## src/rtl/imem_program_loader.sv

```systemverilog
// imem_program_loader
// Boot-time loader that streams a program image into the instruction memory
// and holds the core idle until the image checks out.
//
// Stream format: N[15:8], N[7:0], then 4*N data bytes (big-endian words),
// then one checksum byte equal to the XOR of every header and data byte.
//
// Ports:
//   clk          system clock, all state on the rising edge
//   reset        asynchronous, active-low reset
//   start        single-cycle pulse that begins a load session
//   rx_data      incoming byte
//   rx_valid     rx_data is valid
//   rx_ready     loader can accept a byte (transfer on rx_valid & rx_ready)
//   imem_we      instruction memory write strobe, one cycle per word
//   imem_addr    word address for the write
//   imem_wdata   word to write
//   core_run     high after a load completed with a good checksum
//   busy         high while a session is consuming bytes
//   done         sticky, set on successful load
//   error        sticky, set on oversize count or checksum mismatch
//   words_loaded number of words written in the current session
module imem_program_loader #(
  parameter int LEN_WORD      = 32,
  parameter int LEN_IMEM_ADDR = 10
) (
  input  logic                     clk,
  input  logic                     reset,
  input  logic                     start,
  input  logic [7:0]               rx_data,
  input  logic                     rx_valid,
  output logic                     rx_ready,
  output logic                     imem_we,
  output logic [LEN_IMEM_ADDR-1:0] imem_addr,
  output logic [LEN_WORD-1:0]      imem_wdata,
  output logic                     core_run,
  output logic                     busy,
  output logic                     done,
  output logic                     error,
  output logic [LEN_IMEM_ADDR:0]   words_loaded
);

  typedef enum logic [2:0] {
    ST_IDLE   = 3'd0,
    ST_HDR_HI = 3'd1,
    ST_HDR_LO = 3'd2,
    ST_DATA   = 3'd3,
    ST_CSUM   = 3'd4,
    ST_DONE   = 3'd5,
    ST_ERR    = 3'd6
  } state_e;

  // Largest legal word count: the full memory.
  localparam logic [16:0] CAPACITY = 17'd1 << LEN_IMEM_ADDR;

  // Running checksum update for one accepted byte.
  function automatic logic [7:0] csum_update(input logic [7:0] acc, input logic [7:0] b);
    return acc ^ b;
  endfunction

  state_e                   state_q, state_d;
  logic [15:0]              n_q, n_d;
  logic [LEN_WORD-1:0]      asm_q, asm_d;
  logic [1:0]               byte_cnt_q, byte_cnt_d;
  logic [LEN_IMEM_ADDR:0]   word_cnt_q, word_cnt_d;
  logic [7:0]               csum_q, csum_d;
  logic                     we_q, we_d;
  logic [LEN_IMEM_ADDR-1:0] addr_q, addr_d;
  logic [LEN_WORD-1:0]      wdata_q, wdata_d;
  logic                     done_q, done_d;
  logic                     error_q, error_d;
  logic                     run_q, run_d;
  logic                     ready_q, ready_d;
  logic                     busy_q, busy_d;

  logic                     accept_s;
  logic [16:0]              hdr_n_s;
  logic [15:0]              next_words_s;
  logic [LEN_WORD-1:0]      shifted_s;

  assign accept_s     = rx_valid && ready_q;
  assign hdr_n_s      = {1'b0, n_q[15:8], rx_data};
  assign next_words_s = 16'(word_cnt_q) + 16'd1;
  assign shifted_s    = {asm_q[LEN_WORD-9:0], rx_data};

  // Next-state and next-output logic for the load sequencer.
  always_comb begin
    state_d    = state_q;
    n_d        = n_q;
    asm_d      = asm_q;
    byte_cnt_d = byte_cnt_q;
    word_cnt_d = word_cnt_q;
    csum_d     = csum_q;
    we_d       = 1'b0;
    addr_d     = addr_q;
    wdata_d    = wdata_q;
    done_d     = done_q;
    error_d    = error_q;
    run_d      = run_q;

    case (state_q)
      ST_IDLE, ST_DONE, ST_ERR: begin
        if (start) begin
          state_d    = ST_HDR_HI;
          done_d     = 1'b0;
          error_d    = 1'b0;
          run_d      = 1'b0;
          word_cnt_d = '0;
          csum_d     = 8'd0;
          byte_cnt_d = 2'd0;
          asm_d      = '0;
        end else begin
          state_d = state_q;
        end
      end
      ST_HDR_HI: begin
        if (accept_s) begin
          n_d     = {rx_data, 8'd0};
          csum_d  = csum_update(csum_q, rx_data);
          state_d = ST_HDR_LO;
        end else begin
          state_d = state_q;
        end
      end
      ST_HDR_LO: begin
        if (accept_s) begin
          n_d    = {n_q[15:8], rx_data};
          csum_d = csum_update(csum_q, rx_data);
          if (hdr_n_s > CAPACITY) begin
            state_d = ST_ERR;
            error_d = 1'b1;
          end else if (hdr_n_s == 17'd0) begin
            state_d = ST_CSUM;
          end else begin
            state_d = ST_DATA;
          end
        end else begin
          state_d = state_q;
        end
      end
      ST_DATA: begin
        if (accept_s) begin
          csum_d = csum_update(csum_q, rx_data);
          asm_d  = shifted_s;
          if (byte_cnt_q == 2'd3) begin
            // Fourth byte completes the word: launch the write next cycle.
            byte_cnt_d = 2'd0;
            we_d       = 1'b1;
            addr_d     = word_cnt_q[LEN_IMEM_ADDR-1:0];
            wdata_d    = shifted_s;
            word_cnt_d = word_cnt_q + 1'b1;
            if (next_words_s == n_q) begin
              state_d = ST_CSUM;
            end else begin
              state_d = ST_DATA;
            end
          end else begin
            byte_cnt_d = byte_cnt_q + 2'd1;
          end
        end else begin
          state_d = state_q;
        end
      end
      ST_CSUM: begin
        if (accept_s) begin
          // The checksum byte itself is not folded into the register.
          if (rx_data == csum_q) begin
            state_d = ST_DONE;
            done_d  = 1'b1;
            run_d   = 1'b1;
          end else begin
            state_d = ST_ERR;
            error_d = 1'b1;
          end
        end else begin
          state_d = state_q;
        end
      end
      default: begin
        state_d = ST_IDLE;
      end
    endcase

    // Ready/busy are registered copies of "next state consumes bytes".
    ready_d = (state_d == ST_HDR_HI) || (state_d == ST_HDR_LO) ||
              (state_d == ST_DATA)   || (state_d == ST_CSUM);
    busy_d  = ready_d;
  end

  // State and output registers.
  always_ff @(posedge clk or negedge reset) begin
    if (!reset) begin
      state_q    <= ST_IDLE;
      n_q        <= 16'd0;
      asm_q      <= '0;
      byte_cnt_q <= 2'd0;
      word_cnt_q <= '0;
      csum_q     <= 8'd0;
      we_q       <= 1'b0;
      addr_q     <= '0;
      wdata_q    <= '0;
      done_q     <= 1'b0;
      error_q    <= 1'b0;
      run_q      <= 1'b0;
      ready_q    <= 1'b0;
      busy_q     <= 1'b0;
    end else begin
      state_q    <= state_d;
      n_q        <= n_d;
      asm_q      <= asm_d;
      byte_cnt_q <= byte_cnt_d;
      word_cnt_q <= word_cnt_d;
      csum_q     <= csum_d;
      we_q       <= we_d;
      addr_q     <= addr_d;
      wdata_q    <= wdata_d;
      done_q     <= done_d;
      error_q    <= error_d;
      run_q      <= run_d;
      ready_q    <= ready_d;
      busy_q     <= busy_d;
    end
  end

  assign rx_ready     = ready_q;
  assign busy         = busy_q;
  assign imem_we      = we_q;
  assign imem_addr    = addr_q;
  assign imem_wdata   = wdata_q;
  assign core_run     = run_q;
  assign done         = done_q;
  assign error        = error_q;
  assign words_loaded = word_cnt_q;

endmodule

```

## config.mk

```make
export PLATFORM = sky130hd
export DESIGN_NAME = imem_program_loader
export DESIGN_NICKNAME = d
export VERILOG_FILES = /design/src/rtl/imem_program_loader.sv
export SDC_FILE = /design/constraint.sdc
export NUM_CORES = 1
export LEC_CHECK = 0
export ABC_CLOCK_PERIOD_IN_PS = 5000
export BUFFER_PORTS_ARGS = -buffer_cell sky130_fd_sc_hd__buf_4
export CAP_MARGIN = 5
export CORE_MARGIN = 1.5
export CORE_UTILIZATION = 38
export CTS_CLUSTER_DIAMETER = 30
export DETAILED_ROUTE_END_ITERATION = 16
export PLACE_DENSITY_LB_ADDON = 0.15
export SLEW_MARGIN = 10
export SYNTH_ARGS = -nofsm -noshare
export SYNTH_HDL_FRONTEND = slang
export SYNTH_SLANG_ARGS = --single-unit
```

## constraint.sdc

```tcl
create_clock -name clk -period 5 [get_ports clk]
set_input_delay 0.25 -clock clk [delete_from_list [all_inputs] [get_ports clk]]
set_output_delay 0.25 -clock clk [all_outputs]
set_load 0.01 [all_outputs]
```

==> results_dict.tcl, run 1 <==
set metrics [dict create \
    synth_seq_area_share_pct 52.5 \
    wire_per_inst_um 15.1 \
    p_leak_uw 0.00300 \
    hp-start "rx_data[4]" \
    dieHeight_um 121 \
    drt_iter0_drc 240 \
    max_slew.worst_pin.slew_ps 1040 \
    crit_required_ps 5250 \
    drive_gt1_share_pct 17.0 \
    syn_area_per_cell_um2 8.86 \
    skew_ps 7.85 \
    clock-sinks 110 \
    ioPinCount 71 \
    power_frac_comb_pct 28.0 \
    hold_viol 0 \
    fin_hold_ws_ps 205 \
    worstSetupStartpointType "flop" \
    multi_input_area_um2 2300 \
    diodes 0 \
    path_clk_slew_ps 70 \
    dr.pass1.iters 5 \
    ff2ff_path_depth 8 \
    hpwlAfterDp_um 8450 \
    maxCapViolCount 0 \
    synthMuxAreaShare_pct 0.191 \
    r2r_slack_ps 1960 \
    cts_buffer_depth 2 \
    area_growth_pct 17.0 \
    placed_area_um2 5840 \
    ys_warn_count 0 \
    holdPathEnd "imem_wdata[4]" \
    cts_buffers 9 \
    status "complete, no violations" \
    p_int_uw 1680 \
    layout_common_cells "227 x nand2_1, 110 x dfrtp_1, 74 x buf_4, 67 x o21ai_0, 17 x xor2_1" \
    syn-cell-area_um2 5250 \
    r2r-end "words_loaded[9]" \
    placementRows 42 \
    cts_max_level 3 \
    drtAntennaViolNets 0 \
    layout_commonest_cell "nand2_1" \
    fin_area_um2 6140 \
    yosys.area_share.simple_pct 25.4 \
    syn_inst 592 \
    hold_class "primary input to flop" \
    grt-ovfl-total 0 \
    vias 4143 \
    clk_latency_ps 350 \
    arrival_ps 3290 \
    grt_first_pass_wirelength_um 20800 \
    final_nets 653 \
    critPathMaxFanout 55 \
    ctsResizeCount 0 \
    grt_use_total_pct 18.1 \
    fin_crit_ps 3040 \
    peakVddDrop_v 0.000218 \
    grt_setup_unrepaired "no" \
    synth_edf_count 0 \
    root_buffer "clkbuf_16" \
    portBuffers 70 \
    grt_max_degree 63 \
    regArea_um2 2750 \
    synth-main-ff-cell "dfrtp_1" \
    die_x_um 121 \
    grt_pass1_vias 4077 \
    switchingPower_uw 963 \
    endpoint_kind "flop" \
    die_area_um2 14500 \
    clockPowerShare_pct 26.0 \
    timing.rr.start "state_q[0]" \
    seqPwrFrac_pct 46.0 \
    setup_viol 0 \
    start_util_pct 39.3 \
    p_per_area_nw_per_um2 431 \
    synth-compound-area-share_pct 13.5 \
    syn_nets 606 \
    period_share_pct 60.8 \
    yosys.area_share.adder_pct 0.859 \
    crit_type "flop to flop" \
    hold_depth 3 \
    gp_congestion 0.906 \
    remaining_drc_errors 0 \
    core_um2 13300 \
    slew_headroom_pct 30.3 \
    fmax_mhz 329 \
    tritoncts "yes" \
    final-max-slew-violation-count 0 \
    synth_top_family_by_area "simple AND/OR/NAND/NOR gates" \
    synth_seq_cells 110 \
    fill_cells 1368 \
    via_per_inst 5.06 \
    antenna_found_initial 0 \
    tns_ps 0 \
    ys_types 55 \
    switching_share_pct 36.4 \
    async_reset_ff_share_pct 100 \
    wl_um 12400 \
    synth-xor-area-share_pct 3.67 \
]
==> synth_stat cells (3+ instances only) <==
| library cell | n | share of area (%) |
|---|---|---|
| nand4_1 | 4 | 0.48 |
| nor2b_1 | 5 | 0.60 |
| xor2_1 | 17 | 2.8 |
| nand3_1 | 3 | 0.29 |
| clkbuf_1 | 16 | 1.1 |
| inv_1 | 4 | 0.29 |
| buf_4 | 5 | 0.72 |
| nor2_1 | 14 | 1.0 |
| o21ai_1 | 6 | 0.57 |
| a22o_1 | 9 | 1.5 |
| o21ai_0 | 67 | 6.4 |
| and3_1 | 6 | 0.72 |
| a21oi_1 | 5 | 0.48 |
| nor4_2 | 3 | 0.72 |
| nand2b_1 | 7 | 0.83 |
| buf_2 | 18 | 1.7 |
| dfrtp_1 | 110 | 52 |
| xnor2_1 | 5 | 0.83 |
| nand2_1 | 228 | 16 |
| nor4_1 | 5 | 0.60 |
| o31ai_1 | 7 | 1.0 |
==> cell families after synthesis <==
kind of cell,count (synthesis)
AOI/OAI and AO/OA,115
xor gates and xnor gates,22
adders and majority gates,4
buffers and inverters,44
DFF,110
muxes,1
and+or+nand+nor,296
==> per-stage QoR <==
step | instances | total power, uW | util (%) | setup WS [ps]
after floorplan | 592 | 1750 | - | 3050
after global routing | 819 | 2830 | 46.0 | 1730
after global placement | 803 | 1950 | 43.8 | 2090
final | 819 | 2640 | 46.0 | 1960
after detailed placement | 803 | 1980 | 43.8 | 2010
after CTS | 819 | 2670 | 46.0 | 1990
==> worst max-delay path by stage <==
stage | depth (start not counted) | end | start | slack [ps]
final | 8 | words_loaded[9] | state_q[0] | 1960
after global routing | 8 | words_loaded[9] | state_q[0] | 1730
after CTS | 8 | words_loaded[9] | state_q[0] | 1990
after detailed placement | 8 | words_loaded[9] | state_q[0] | 2010
after global placement | 8 | words_loaded[10] | state_q[0] | 2090
after floorplan | 7 | state_q[2] | words_loaded[0] | 3050
==> power groups by stage <==
stage	logic (uW)	registers [uW]	clock network, uW
after global routing	840	1240	747
after global placement	728	1220	0
after floorplan	579	1180	0
after CTS	747	1220	709
final	739	1220	687
after detailed placement	744	1230	0
==> worst max-delay path, cell delays in order (launching register included) <==
cell and delay [ps]:
dfrtp_1 630, and3_1 230, buf_4 310, nand2_2 60, buf_4 320, inv_1 650, buf_4 400, nand2_1 110
o31ai_1 190
==> registers in the layout (all words and copies together), names as in the netlist <==
register and cells:
imem_wdata 32, asm_q 24, n_q 16, words_loaded 11, imem_addr 10, csum_q 8, state_q 3, byte_cnt_q 2
busy 1, core_run 1, error 1, imem_we 1
==> layout make-up <==
cell class | instances | share of cell area [%]
Inverter | 5 | 0.306
Multi-Input combinational cell | 438 | 37.4
Clock buffer | 10 | 3.89
Sequential cell | 110 | 44.9
Timing Repair Buffer | 75 | 9.22
Tap cell | 176 | 3.59
Clock inverter | 5 | 0.693
==> layer usage <==
metal | track usage (%) | share of wire (%)
met4 | 5.66 | 1.7
met1 | 24.5 | 47
met3 | 4.25 | 4.0
met5 | 0 | 0
met2 | 28.9 | 47
==> repair_timing <==
action	4_1_cts	5_1_grt
setup endpoints to repair	0	0
buffers inserted	0	0
endpoints found under the hold margin	48	0
hold buffers	1	0
No activity file was read; power rests on OpenSTA's default activity.
==> run 2: changes to the inputs <==
--- a/config.mk
+++ b/config.mk
@@ -5,7 +5,7 @@
 export SDC_FILE = /design/constraint.sdc
 export NUM_CORES = 1
 export LEC_CHECK = 0
-export ABC_CLOCK_PERIOD_IN_PS = 5000
+export ABC_CLOCK_PERIOD_IN_PS = 2900
 export BUFFER_PORTS_ARGS = -buffer_cell sky130_fd_sc_hd__buf_4
 export CAP_MARGIN = 5
 export CORE_MARGIN = 1.5
==> constraint.sdc (replaced) <==
create_clock -name clk -period 2.9 [get_ports clk]
set_input_delay 0.145 -clock clk [delete_from_list [all_inputs] [get_ports clk]]
set_output_delay 0.145 -clock clk [all_outputs]
set_load 0.01 [all_outputs]
==> results_dict.tcl, run 2 (same netlist as run 1, synthesis figures left out) <==
set metrics [dict create \
    cts_buffer_depth 2 \
    tritoncts "yes" \
    clockPowerShare_pct 26.1 \
    switching_share_pct 37.0 \
    hpwlAfterDp_um 8680 \
    p_per_area_nw_per_um2 745 \
    multi_input_area_um2 2300 \
    cts_buffers 9 \
    final-max-slew-violation-count 0 \
    layout_commonest_cell "nand2_1" \
    path_cells "ha_1, nand3_2, nor4_1, a21oi_1, o31ai_1, nor4b_2, o21ai_1" \
    grt_pass1_vias 4135 \
    cts_max_level 3 \
    diodes 0 \
    cts_setup_buffers 0 \
    core_um2 13300 \
    wire_per_inst_um 15.6 \
    max_slew.worst_pin.slew_ps 877 \
    remaining_drc_errors 0 \
    clk_latency_ps 360 \
    maxCapViolCount 0 \
    setup_viol 0 \
    crit_type "flop to flop" \
    drive_gt1_share_pct 17.6 \
    grt_first_pass_wirelength_um 21400 \
    dr.pass1.iters 4 \
    worstSetupStartpointType "flop" \
    switchingPower_uw 1710 \
    pre_cts_slack_ps 624 \
    fill_cells 1320 \
    drt_iter0_drc 234 \
    endpoint_kind "flop" \
    finalWorstSetupSlack_ps 626 \
    die_x_um 121 \
    seqPwrFrac_pct 45.7 \
    area_growth_pct 17.9 \
    period_share_pct 78.4 \
    placementRows 42 \
    largest_reg_flops 32 \
    slew_headroom_pct 41.5 \
    grt_use_total_pct 18.8 \
    final_nets 658 \
    path_clk_slew_ps 70 \
    clock-sinks 110 \
    wl_um 12800 \
    arrival_ps 2510 \
    dieHeight_um 121 \
    fin_crit_ps 2270 \
    start_util_pct 39.3 \
    antenna_found_initial 0 \
    tns_ps 0 \
    critPathMaxFanout 8 \
    portBuffers 70 \
    gp_congestion 0.828 \
    ioPinCount 71 \
    p_leak_uw 0.00303 \
    root_buffer "clkbuf_16" \
    grt_setup_unrepaired "no" \
    die_area_um2 14500 \
    hold_viol 0 \
    fmax_mhz 440 \
    vias 4167 \
    p_int_uw 2900 \
    grt-ovfl-total 0 \
    grt_max_degree 66 \
    power_frac_comb_pct 28.1 \
    critPathMaxStageDelay_ps 490 \
    via_per_inst 5.06 \
    crit_required_ps 3130 \
    ctsResizeCount 0 \
    status "complete, no violations" \
    skew_ps 14.7 \
    layout_common_cells "227 x nand2_1, 110 x dfrtp_1, 78 x buf_4, 67 x o21ai_0, 17 x xor2_1" \
    peakVddDrop_v 0.000417 \
    worst_path_max_delay_cell "dfrtp_1" \
    drtAntennaViolNets 0 \
    regArea_um2 2750 \
    hold_class "primary input to flop" \
]
-- run 2: changes by cell type in the layout (fill, tap and decap cells not counted), sizes merged --
cell,change
inv,+1
buf,+5
clkinv,-1
clkinvlp,+1
clkbuf,-1
-- run 2: final timing paths --
kind	from	endpoint	slack, ps	cells after the start
min	rx_data[3]	imem_wdata[3]	80	3
max in group asynchronous	reset	n_q[6]	1630	3
max	words_loaded[0]	state_q[0]	630	7
max reg2reg	words_loaded[0]	state_q[0]	630	7
min in group asynchronous	reset	imem_we	440	2
min reg2reg	asm_q[22]	imem_wdata[30]	470	2
-- run 2: cell type report --
class / count / share of cell area, %
sequential: 110 / 44.5
multi-input combinational: 438 / 37.1
timing repair buffer: 80 / 9.95
clock buffer: 9 / 3.64
tap: 176 / 3.56
clock inverter: 6 / 0.890
inverter: 5 / 0.303
-- run 2: timing repair --
item | CTS | global route
hold buffers | 1 | 0
hold endpoints to repair | 62 | 0
setup endpoints to repair | 0 | 0
-- run 2: power by group through the flow --
stage / Sequential [uW] / Combinational [uW] / Clock, uW
finish: 2110 / 1300 / 1200
global route: 2150 / 1480 / 1290
CTS: 2110 / 1320 / 1220
detailed placement: 2140 / 1310 / 0
global placement: 2130 / 1270 / 0
floorplan: 2030 / 998 / 0
-- run 2: per-stage QoR --
step	util [%]	hold WS (ps)	power, uW	cells	instance area, um2
2_1_floorplan	-	-151	3020	592	5250
3_3_place_gp	44.2	306	3390	808	5890
3_5_place_dp	44.2	322	3440	808	5890
4_1_cts	46.3	79.6	4650	824	6180
5_1_grt	46.3	106	4920	824	6180
6_report	46.3	81.3	4610	824	6180
-- run 2: layer usage --
layer	vias to the layer above	global-route usage (%)	share of wire (%)
met5	-	0	0
met4	0	6.99	1.8
met3	13	2.69	2.7
met2	56	29.7	47
met1	2015	26.5	49
li1	2083	-	-
-- run 2: critical path: cells and delay by family, from the launching register on --
family / cells / cell delay (ps)
AO/OA/AOI/OAI: 3 / 510
adder cells (fa/ha/maj): 1 / 350
flip-flops: 1 / 490
AND/OR/NAND/NOR: 3 / 800
